$ cat src/rtl/cpu_types_pkg.sv
// ----------------------------------------------------------------------------
// cpu_types_pkg
// Shared types for the multi-cycle CPU control path: MIPS opcode and funct
// encodings, ALU operation codes, control-FSM states and the mux-select
// encodings driven by mc_control_unit.
// ----------------------------------------------------------------------------
package cpu_types_pkg;

   typedef enum logic [5:0] {
      OP_RTYPE = 6'h00,
      OP_J     = 6'h02,
      OP_JAL   = 6'h03,
      OP_BEQ   = 6'h04,
      OP_BNE   = 6'h05,
      OP_ADDI  = 6'h08,
      OP_ADDIU = 6'h09,
      OP_SLTI  = 6'h0A,
      OP_SLTIU = 6'h0B,
      OP_ANDI  = 6'h0C,
      OP_ORI   = 6'h0D,
      OP_XORI  = 6'h0E,
      OP_LUI   = 6'h0F,
      OP_LW    = 6'h23,
      OP_SW    = 6'h2B,
      OP_HALT  = 6'h3F
   } opcode_t;

   typedef enum logic [5:0] {
      FN_SLL  = 6'h00,
      FN_SRL  = 6'h02,
      FN_JR   = 6'h08,
      FN_ADD  = 6'h20,
      FN_ADDU = 6'h21,
      FN_SUB  = 6'h22,
      FN_SUBU = 6'h23,
      FN_AND  = 6'h24,
      FN_OR   = 6'h25,
      FN_XOR  = 6'h26,
      FN_NOR  = 6'h27,
      FN_SLT  = 6'h2A,
      FN_SLTU = 6'h2B
   } funct_t;

   typedef enum logic [3:0] {
      ALU_SLL, ALU_SRL, ALU_ADD, ALU_SUB, ALU_AND,
      ALU_OR, ALU_XOR, ALU_NOR, ALU_SLT, ALU_SLTU
   } aluop_t;

   typedef enum logic [2:0] {
      FETCH, DECODE, EXEC, MEM, WB, HALT
   } mc_state_t;

   // PC source select
   localparam logic [1:0] PCSRC_RS     = 2'd0;
   localparam logic [1:0] PCSRC_JUMP   = 2'd1;
   localparam logic [1:0] PCSRC_BRANCH = 2'd2;
   localparam logic [1:0] PCSRC_NEXT   = 2'd3;

   // Register-file destination select
   localparam logic [1:0] REGDST_RT  = 2'd0;
   localparam logic [1:0] REGDST_RD  = 2'd1;
   localparam logic [1:0] REGDST_R31 = 2'd2;

   // Write-back source select
   localparam logic [1:0] M2R_ALU = 2'd0;
   localparam logic [1:0] M2R_MEM = 2'd1;
   localparam logic [1:0] M2R_PC4 = 2'd2;

   // ALU B-operand select
   localparam logic [1:0] ALUSRC_RT  = 2'd0;
   localparam logic [1:0] ALUSRC_IMM = 2'd1;
   localparam logic [1:0] ALUSRC_LUI = 2'd2;

endpackage

$ cat src/rtl/mc_decode.sv
// ----------------------------------------------------------------------------
// mc_decode
// Purely combinational datapath-select decode of the instruction register.
// Ports:
//   opcode_i  - IR[31:26]
//   funct_i   - IR[5:0]
//   alu_ctr_o - ALU operation
//   alu_src_o - ALU B operand select (rt / extended imm16 / imm16 << 16)
//   reg_dst_o - destination register select (rt / rd / r31)
//   ext_op_o  - 1 = sign-extend imm16, 0 = zero-extend
// ----------------------------------------------------------------------------
module mc_decode
   import cpu_types_pkg::*;
(
   input  logic [5:0] opcode_i,
   input  logic [5:0] funct_i,
   output aluop_t     alu_ctr_o,
   output logic [1:0] alu_src_o,
   output logic [1:0] reg_dst_o,
   output logic       ext_op_o
);

   // NOTE: every output gets a default before the case so no path leaves a
   // value unassigned, which would otherwise infer a latch.
   always_comb begin
      alu_ctr_o = ALU_ADD;
      alu_src_o = ALUSRC_RT;
      reg_dst_o = REGDST_RT;
      ext_op_o  = 1'b1;
      case (opcode_i)
         OP_RTYPE: begin
            reg_dst_o = REGDST_RD;
            case (funct_i)
               FN_SLL:          alu_ctr_o = ALU_SLL;
               FN_SRL:          alu_ctr_o = ALU_SRL;
               FN_SUB, FN_SUBU: alu_ctr_o = ALU_SUB;
               FN_AND:          alu_ctr_o = ALU_AND;
               FN_OR:           alu_ctr_o = ALU_OR;
               FN_XOR:          alu_ctr_o = ALU_XOR;
               FN_NOR:          alu_ctr_o = ALU_NOR;
               FN_SLT:          alu_ctr_o = ALU_SLT;
               FN_SLTU:         alu_ctr_o = ALU_SLTU;
               default:         alu_ctr_o = ALU_ADD;
            endcase
         end
         OP_JAL:         reg_dst_o = REGDST_R31;
         OP_BEQ, OP_BNE: alu_ctr_o = ALU_SUB;
         OP_ADDI, OP_ADDIU, OP_LW, OP_SW: alu_src_o = ALUSRC_IMM;
         OP_SLTI: begin
            alu_ctr_o = ALU_SLT;
            alu_src_o = ALUSRC_IMM;
         end
         OP_SLTIU: begin
            alu_ctr_o = ALU_SLTU;
            alu_src_o = ALUSRC_IMM;
         end
         // Logical immediates zero-extend their operand
         OP_ANDI: begin
            alu_ctr_o = ALU_AND;
            alu_src_o = ALUSRC_IMM;
            ext_op_o  = 1'b0;
         end
         OP_ORI: begin
            alu_ctr_o = ALU_OR;
            alu_src_o = ALUSRC_IMM;
            ext_op_o  = 1'b0;
         end
         OP_XORI: begin
            alu_ctr_o = ALU_XOR;
            alu_src_o = ALUSRC_IMM;
            ext_op_o  = 1'b0;
         end
         OP_LUI:  alu_src_o = ALUSRC_LUI;
         default: ;
      endcase
   end

endmodule

$ cat src/rtl/mc_control_unit.sv
// ----------------------------------------------------------------------------
// mc_control_unit
// Multi-cycle CPU control FSM: FETCH -> DECODE -> EXEC -> (MEM) -> (WB).
// Holds the instruction register and a memory wait counter; a wait that
// reaches WAIT_MAX without a hit sets the sticky timeout flag and halts.
// Ports:
//   CLK, nRST        - clock, asynchronous active-low reset
//   instr_in, ihit   - instruction memory word / access done
//   dhit             - data memory access done
//   zero             - ALU zero flag (branch resolution)
//   iREN/dREN/dWEN   - memory enables
//   IRWr, PCWr, PCSrc, RegWr, RegDst, MemToReg, ALUSrc, ALUctr, ExtOp
//                    - datapath controls
//   halt, timeout    - sticky status flags
//   state            - current FSM state (debug)
// ----------------------------------------------------------------------------
module mc_control_unit
   import cpu_types_pkg::*;
#(
   parameter int WORD_W   = 32,
   parameter int WAIT_MAX = 15,
   parameter int CNT_W    = 4
) (
   input  logic              CLK,
   input  logic              nRST,
   input  logic [WORD_W-1:0] instr_in,
   input  logic              ihit,
   input  logic              dhit,
   input  logic              zero,
   output logic              iREN,
   output logic              dREN,
   output logic              dWEN,
   output logic              IRWr,
   output logic              PCWr,
   output logic [1:0]        PCSrc,
   output logic              RegWr,
   output logic [1:0]        RegDst,
   output logic [1:0]        MemToReg,
   output logic [1:0]        ALUSrc,
   output aluop_t            ALUctr,
   output logic              ExtOp,
   output logic              halt,
   output logic              timeout,
   output mc_state_t         state
);

   localparam logic [CNT_W-1:0] WAIT_LIM = CNT_W'(WAIT_MAX);

   mc_state_t         state_q;
   logic [WORD_W-1:0] ir_q;
   logic [CNT_W-1:0]  cnt_q;
   logic              halt_q;
   logic              timeout_q;

   logic [5:0] opcode;
   logic [5:0] funct;
   logic is_lw, is_sw, is_beq, is_bne, is_j, is_jal, is_jr, is_nop;
   logic is_ctl, take_branch, at_limit;

   assign opcode      = ir_q[31:26];
   assign funct       = ir_q[5:0];
   assign is_lw       = (opcode == OP_LW);
   assign is_sw       = (opcode == OP_SW);
   assign is_beq      = (opcode == OP_BEQ);
   assign is_bne      = (opcode == OP_BNE);
   assign is_j        = (opcode == OP_J);
   assign is_jal      = (opcode == OP_JAL);
   assign is_jr       = (opcode == OP_RTYPE) && (funct == FN_JR);
   assign is_nop      = (ir_q == '0);
   assign is_ctl      = is_beq | is_bne | is_j | is_jal | is_jr;
   assign take_branch = (is_beq & zero) | (is_bne & ~zero);
   assign at_limit    = (cnt_q == WAIT_LIM);

   mc_decode u_decode (
      .opcode_i  (opcode),
      .funct_i   (funct),
      .alu_ctr_o (ALUctr),
      .alu_src_o (ALUSrc),
      .reg_dst_o (RegDst),
      .ext_op_o  (ExtOp)
   );

   // NOTE: sequential state uses non-blocking assignments so every register
   // samples pre-edge values regardless of statement order.
   // NOTE: the IR is a single register, not an array, so it is reset along
   // with the rest of the state; a cleared IR decodes as a nop.
   always_ff @(posedge CLK or negedge nRST) begin
      if (!nRST) begin
         state_q   <= FETCH;
         ir_q      <= '0;
         cnt_q     <= '0;
         halt_q    <= 1'b0;
         timeout_q <= 1'b0;
      end else begin
         case (state_q)
            FETCH: begin
               if (ihit) begin
                  ir_q    <= instr_in;
                  state_q <= DECODE;
               end else if (at_limit) begin
                  state_q   <= HALT;
                  halt_q    <= 1'b1;
                  timeout_q <= 1'b1;
               end else begin
                  // Leaving at the limit means the counter saturates there
                  cnt_q <= cnt_q + CNT_W'(1);
               end
            end
            DECODE: begin
               if (opcode == OP_HALT) begin
                  state_q <= HALT;
                  halt_q  <= 1'b1;
               end else begin
                  state_q <= EXEC;
               end
            end
            EXEC: begin
               if (is_ctl) begin
                  state_q <= FETCH;
                  cnt_q   <= '0;
               end else if (is_lw || is_sw) begin
                  state_q <= MEM;
                  cnt_q   <= '0;
               end else begin
                  state_q <= WB;
               end
            end
            MEM: begin
               if (dhit) begin
                  state_q <= is_lw ? WB : FETCH;
                  cnt_q   <= '0;
               end else if (at_limit) begin
                  state_q   <= HALT;
                  halt_q    <= 1'b1;
                  timeout_q <= 1'b1;
               end else begin
                  cnt_q <= cnt_q + CNT_W'(1);
               end
            end
            WB: begin
               state_q <= FETCH;
               cnt_q   <= '0;
            end
            default: state_q <= HALT;
         endcase
      end
   end

   // Enables and strobes respond to hits in the same cycle, so they are
   // decoded from the state rather than registered. Gating with nRST keeps
   // them low for the whole reset interval, not just after the next edge.
   always_comb begin
      iREN     = 1'b0;
      dREN     = 1'b0;
      dWEN     = 1'b0;
      IRWr     = 1'b0;
      PCWr     = 1'b0;
      PCSrc    = PCSRC_NEXT;
      RegWr    = 1'b0;
      MemToReg = M2R_ALU;
      if (nRST) begin
         case (state_q)
            FETCH: begin
               iREN = 1'b1;
               IRWr = ihit;
               PCWr = ihit;
            end
            EXEC: begin
               if (take_branch) begin
                  PCWr  = 1'b1;
                  PCSrc = PCSRC_BRANCH;
               end else if (is_j || is_jal) begin
                  PCWr  = 1'b1;
                  PCSrc = PCSRC_JUMP;
               end else if (is_jr) begin
                  PCWr  = 1'b1;
                  PCSrc = PCSRC_RS;
               end
               if (is_jal) begin
                  RegWr    = 1'b1;
                  MemToReg = M2R_PC4;
               end
            end
            MEM: begin
               dREN = is_lw;
               dWEN = is_sw;
            end
            WB: begin
               RegWr    = ~is_nop;
               MemToReg = is_lw ? M2R_MEM : M2R_ALU;
            end
            default: ;
         endcase
      end
   end

   assign halt    = halt_q;
   assign timeout = timeout_q;
   assign state   = state_q;

endmodule
$ cat config.mk
export PLATFORM = sky130hd
export DESIGN_NAME = mc_control_unit
export DESIGN_NICKNAME = d
export VERILOG_FILES = /design/src/rtl/cpu_types_pkg.sv /design/src/rtl/mc_decode.sv /design/src/rtl/mc_control_unit.sv
export SDC_FILE = /design/constraint.sdc
export NUM_CORES = 1
export LEC_CHECK = 0
export CAP_MARGIN = 20
export CORE_MARGIN = 2
export CORE_UTILIZATION = 40
export DETAILED_ROUTE_END_ITERATION = 10
export PLACE_DENSITY = 0.81
export SETUP_SLACK_MARGIN = 0.15
export SYNTH_ARGS = -nofsm -noshare
export SYNTH_HDL_FRONTEND = slang
export SYNTH_SLANG_ARGS = --single-unit
$ cat constraint.sdc
create_clock -name CLK -period 1.79 [get_ports CLK]
set_clock_uncertainty 0.15 [all_clocks]
set_input_delay 0.2685 -clock CLK [delete_from_list [all_inputs] [get_ports CLK]]
set_output_delay 0.2685 -clock CLK [all_outputs]
set_load 0.03 [all_outputs]
## Yosys cells after proc, flatten, opt, wreduce, memory -nomap -nowiden

Cells that the tools add are included.

| storage, ports and cells | value |
|---|---|
| latch bits | 0 |
| memory bits (writable) | 0 |
| memories | 0 |
| input bits | 37 |
| output and inout bits | 24 |
| word-level logic and storage cells | 120 |
| register bits after elaboration | 41 |
| ROM bits | 0 |

| cells by class | value |
|---|---|
| shift-type cells | 0 |
| equal/unequal tests | 34 |
| magnitude comparators | 0 |
| div/mod/pow operators | 0 |
| reductions and logical operators | 18 |
| bitwise gates (word level) | 9 |
| multipliers | 0 |
| muxes and demuxes | 53 |
| $add $sub $neg | 1 |

Operators with widths:

| cell | number |
|---|---|
| $eq A6 B6 Y1 const B | 11 |
| $eq A6 B4 Y1 const B | 9 |
| $pmux W4 S9 | 1 |
| $logic_not A32 Y1 | 1 |
| $pmux W4 S7 | 1 |
| $mux W1 | 23 |
| $mux W3 | 7 |
| $mux W4 | 5 |
| $eq A6 B2 Y1 const B | 3 |
| $pmux W4 S4 | 1 |
| $pmux W3 S5 | 1 |
| $mux W2 | 7 |
| $eq A6 B3 Y1 const B | 2 |
| $logic_not A6 Y1 | 2 |
| $pmux W2 S2 | 3 |
| $reduce_or A9 Y1 | 1 |
| $eq A3 B2 Y1 const B | 2 |
| $ne A2 B2 Y1 const B | 3 |
| $pmux W1 S2 | 3 |
| $reduce_and A3 Y1 | 2 |
| $or A1 B1 Y1 | 5 |
| $add A4 B1 Y4 const B | 1 |
| $eq A4 B4 Y1 const B | 1 |
| $reduce_and A4 Y1 | 1 |
| other kinds (15) | 19 |

## Logic depth before layout (Yosys ltp)

| depth | value |
|---|---|
| depth after elaboration | 7 |
| depth in mapped cells | 5 |
| mapped depth without buffers | 5 |

## Cells and area by module

Synthesis repeated with hierarchy kept, for this count alone.

| second synthesis, totals | value |
|---|---|
| cells, all modules | 226 |
| area, all modules | 2,352.3 µm² |

Modules (own cells, without submodules):

| module | cells each | sequential area each (µm²) | instances | area an instance (µm²) |
|---|---|---|---|---|
| mc_control_unit | 189 | 1,026.0 | 1 | 2,092.0 |
| mc_decode | 37 | 0.0 | 1 | 260.2 |

## Least setup slack after synthesis

No wires, ideal clock.

| timing path | value |
|---|---|
| path type | reg-to-output |
| start | register ir_q[29] |
| end | output port ALUSrc[0] |
| arrival time | 2.321 ns |
| buffers on the path | 1 |
| cell stages (with the launch flop) | 4 |
| slack | -0.949 ns |
| cells stage by stage | dfrtp_1 clkbuf_1 nor2_1 a2111oi_0 |

| between the ends | value |
|---|---|
| longest elaborated chain between the ends | 3 |
| elaborated cells on any way between the ends | 12 |
| classes of those cells | eq/ne (10); mux (1); reduce/logical (1) |

Ends and longest elaborated chain:

| what | RTL line | source |
|---|---|---|
| from (decl) | mc_control_unit.sv:50 | `logic [WORD_W-1:0] ir_q;` |
| from (signal assigned) | mc_control_unit.sv:98 | `ir_q <= instr_in;` |
| $eq A6 B6 Y1 / $eq A6 B4 Y1 (equally long branches) | mc_decode.sv:30 | `case (opcode_i)` |
| $reduce_or A9 Y1 (no source line) | n/a |  |
| $pmux W2 S2 * | mc_decode.sv:30 |  |
| to (decl) | mc_control_unit.sv:39 | `output logic [1:0] ALUSrc,` |

Every way passes the cells marked *; elsewhere a longest branch is shown, timed or not.

## Worst setup path in the final report

| timing path | value |
|---|---|
| start | register ir_q[5] |
| end | output port PCWr |

| between the ends | value |
|---|---|
| longest elaborated chain between the ends | 7 |

Ends and longest elaborated chain:

| what | RTL line | source |
|---|---|---|
| $eq A6 B4 Y1 | mc_control_unit.sv:68 | `assign is_jr = (opcode == OP_RTYPE) && (funct == FN_JR);` |
| $logic_and A1 B1 Y1 | mc_control_unit.sv:68 |  |
| $mux W1 | mc_control_unit.sv:175 | `end else if (is_jr) begin` |
| $mux W1 | mc_control_unit.sv:172 | `end else if (is_j \|\| is_jal) begin` |
| $mux W1 | mc_control_unit.sv:169 | `if (take_branch) begin` |
| $pmux W1 S2 | mc_control_unit.sv:162 | `case (state_q)` |
| $mux W1 | mc_control_unit.sv:161 | `if (nRST) begin` |
| to (decl) | mc_control_unit.sv:34 | `output logic PCWr,` |

Every way passes these cells.

==> flow_summary.yaml <==
final_layout:
  drive_gt1_share_pct: 61.4
  diodes: 0
  final_cells: 469
  area_delta_synth_final_pct: 101
  nNetsFinal: 431
  fill_cells: 296
global_route:
  grt_max_degree: 22
  grt_pass1_wl_um: 15100
  grt-ovfl-total: 0
  grt_util_all_layers_pct: 30.5
  grt_pass1_vias: 2992
  antenna_found_initial: 0
worst_setup_path:
  r2r_slack_ps: -510
  worstPathArrival_ps: 2010
  reg2regPathDepth: 9
  critPathMaxFanout: 2
  startpoint: "ir_q[5]"
  required_ps: 1370
  endpoint_kind: "output port"
  timing.rr.start: "ir_q[27]"
  r2r_end: "cnt_q[2]"
  critPathKind: "reg2out"
  crit_path_start_kind: "flip-flop"
power_and_ir_drop:
  power.density_nw_per_um2: 494
  total_power_w: 0.00236
  ir_drop_uv: 457
  leakage_nw: 2.07
status:
  failed_checks: "setup timing"
  outcome: "finished, violations left"
synth:
  netlist_instances: 227
  synth_edf_count: 0
  yosysUniqueCellTypes: 50
  synth-main-ff-cell: "dfrtp_1"
  synth_area_per_cell_um2: 10.5
  seq_area_frac_synth_pct: 43.1
  yosys_warnings: 0
  synth_nets: 265
  synth_seq_cells: 41
  syn-cell-area_um2: 2380
  async_flop_share_pct: 100
hold_path:
  hp-class: "in2async"
routing:
  drt_first_pass_iters: 4
  wl_um: 10500
  routedWlPerCell_um: 22.4
  vias_per_cell: 6.04
  drc: 0
  vias: 2832
  drtIter0Drc: 204
  drtAntennaViolNets: 0
die:
  coreArea_um2: 5820
  die_w_um: 81.1
  die-area_um2: 6580
  initial_core_util_pct: 40.9
  die_y_um: 81.1
  rows: 28
  num_io_pins: 61
clock_tree:
  cts_tree: "yes"
  cts_made_buffers: 5
  clkTransAtPathRegs_ps: 90
  cts_root_buf: "clkbuf_8"
  cts.sinks: 41
  htree_num_levels: 2
  clock_latency_ps: 310
  cts_buffer_depth: 2
run:
  cap_violations: 0
timing:
  rsz0062_at_grt: "yes"
  fin_crit_ps: 2430
  period_share_pct: 136
  holdWs_ps: 338
  finalSetupViolations: 59
  fin_ws_ps: -641
  max_freq_mhz: 411
  worst_slew_pin_slew_ps: 552
  final-hold-violation-count: 0
  drv_slew: 0
  max_slew_margin_pct: 63.1
placement:
  dp_cells: 406
  gp_congestion: 0.949
  place_hpwl_um: 5250
  port_buffers: 60
-- state kept, by name (all words and copies together) (netlist names) --
signal / cells
ir_q: 32
cnt_q: 4
timeout: 1
state: 3
halt: 1
-- worst max-delay path, cell delays in order, from the launching register on --
cell      delay [ps]
dfrtp_1          410
buf_6            130
nor4_4           340
buf_4            190
a31o_4           170
nand2_4           50
a311oi_4         230
buf_6            180
-- power by group --
part           internal (W)  total, W  switching, W
clock              0.000454  0.000813      0.000359
sequential         0.000965   0.00100     0.0000399
combinational      0.000307  0.000548      0.000240
-- layer usage --
layer / share of wire, % / up-vias / global-route usage, %
li1: - / 1197 / -
met1: 36 / 1394 / 32.0
met2: 51 / 180 / 56.6
met3: 6.0 / 61 / 6.44
met4: 6.2 / 0 / 15.9
met5: 0 / - / 0
-- timing repair --
| action | CTS | global route |
|---|---|---|
| pin swaps | 39 | 23 |
| endpoints found under the setup margin | 63 | 63 |
| buffers inserted | 35 | 17 |
| cloned | 2 | 0 |
| endpoints found under the hold margin | 41 | 0 |
| hold buffers | 1 | 0 |
| gates resized for setup | 170 | 46 |
-- stage by stage --
step / setup WS, ps / cell area (um^2) / util, % / setup TNS, ps
floorplan: -238 / 2520 / - / -2380
global placement: -704 / 3480 / 59.9 / -13590
detailed placement: -726 / 3480 / 59.9 / -15180
CTS: -566 / 4480 / 77.1 / -16140
global route: -700 / 4780 / 82.3 / -22850
finish: -641 / 4780 / 82.3 / -20660
-- cells in the final DEF, fill, tap and decap left out, drive strengths merged, types with 3 or more instances in the layout --
cell type	netlist	layout
buf	11	134
dfrtp	41	41
clkdlybuf4s50	0	35
mux2	30	30
nor2	14	14
a21oi	13	13
nand2	11	11
nor3	8	8
nand3	8	8
nor4	7	7
o21ai	7	7
a211oi	7	7
nand4	6	6
clkbuf	2	6
inv	6	6
nor2b	4	4
nand2b	4	4
and2	4	4
nand3b	3	3
a31o	3	3
or3	3	3
nor3b	3	3
a2111oi	3	3
-- kinds of logic after synthesis --
| family | share of synthesized area [%] |
|---|---|
| AOI/OAI and AO/OA | 14.8 |
| xor gates and xnor gates | 0.368 |
| adders and majority gates | 0.526 |
| buffers and inverters | 5.58 |
| DFF | 43.1 |
| muxes | 14.2 |
| and+or+nand+nor | 21.4 |
-- how the worst max path moves through the flow --
stage	endpoint	slack [ps]	depth (start not counted)
2_1_floorplan	RegWr	-240	4
3_3_place_gp	RegWr	-700	5
3_5_place_dp	RegWr	-730	5
4_1_cts	RegWr	-570	5
5_1_grt	PCWr	-700	7
6_report	PCWr	-640	7
-- cells in the mapped netlist, types with 3 or more instances --
| master | number | area [um^2] |
|---|---|---|
| dfrtp_1 | 41 | 1030 |
| mux2_2 | 30 | 338 |
| nor2_1 | 14 | 52.6 |
| a21oi_1 | 12 | 60.1 |
| nand2_1 | 11 | 41.3 |
| nand3_1 | 8 | 40.0 |
| a211oi_1 | 7 | 52.6 |
| nor3_1 | 7 | 35.0 |
| o21ai_0 | 7 | 35.0 |
| buf_6 | 6 | 67.6 |
| inv_1 | 6 | 22.5 |
| nand4_1 | 6 | 37.5 |
| nor4_1 | 5 | 31.3 |
| and2_1 | 4 | 25.0 |
| buf_4 | 4 | 30.0 |
| nor2b_1 | 4 | 25.0 |
| a2111oi_0 | 3 | 26.3 |
| a31o_2 | 3 | 26.3 |
| nand2b_1 | 3 | 18.8 |
| nand3b_1 | 3 | 22.5 |
| nor3b_1 | 3 | 22.5 |
| or3_1 | 3 | 18.8 |
-- cell type report --
cell class	count	area (um^2)	share of cell area, %
flip-flops and latches	41	1030	21.6
clock inverters	2	37.5	0.785
well taps	75	93.8	1.96
clock buffers	6	82.6	1.73
multi-input cells	167	1750	36.7
inverters	6	27.5	0.575
repair buffers	172	1750	36.7
(Power assumes the default switching activity.)
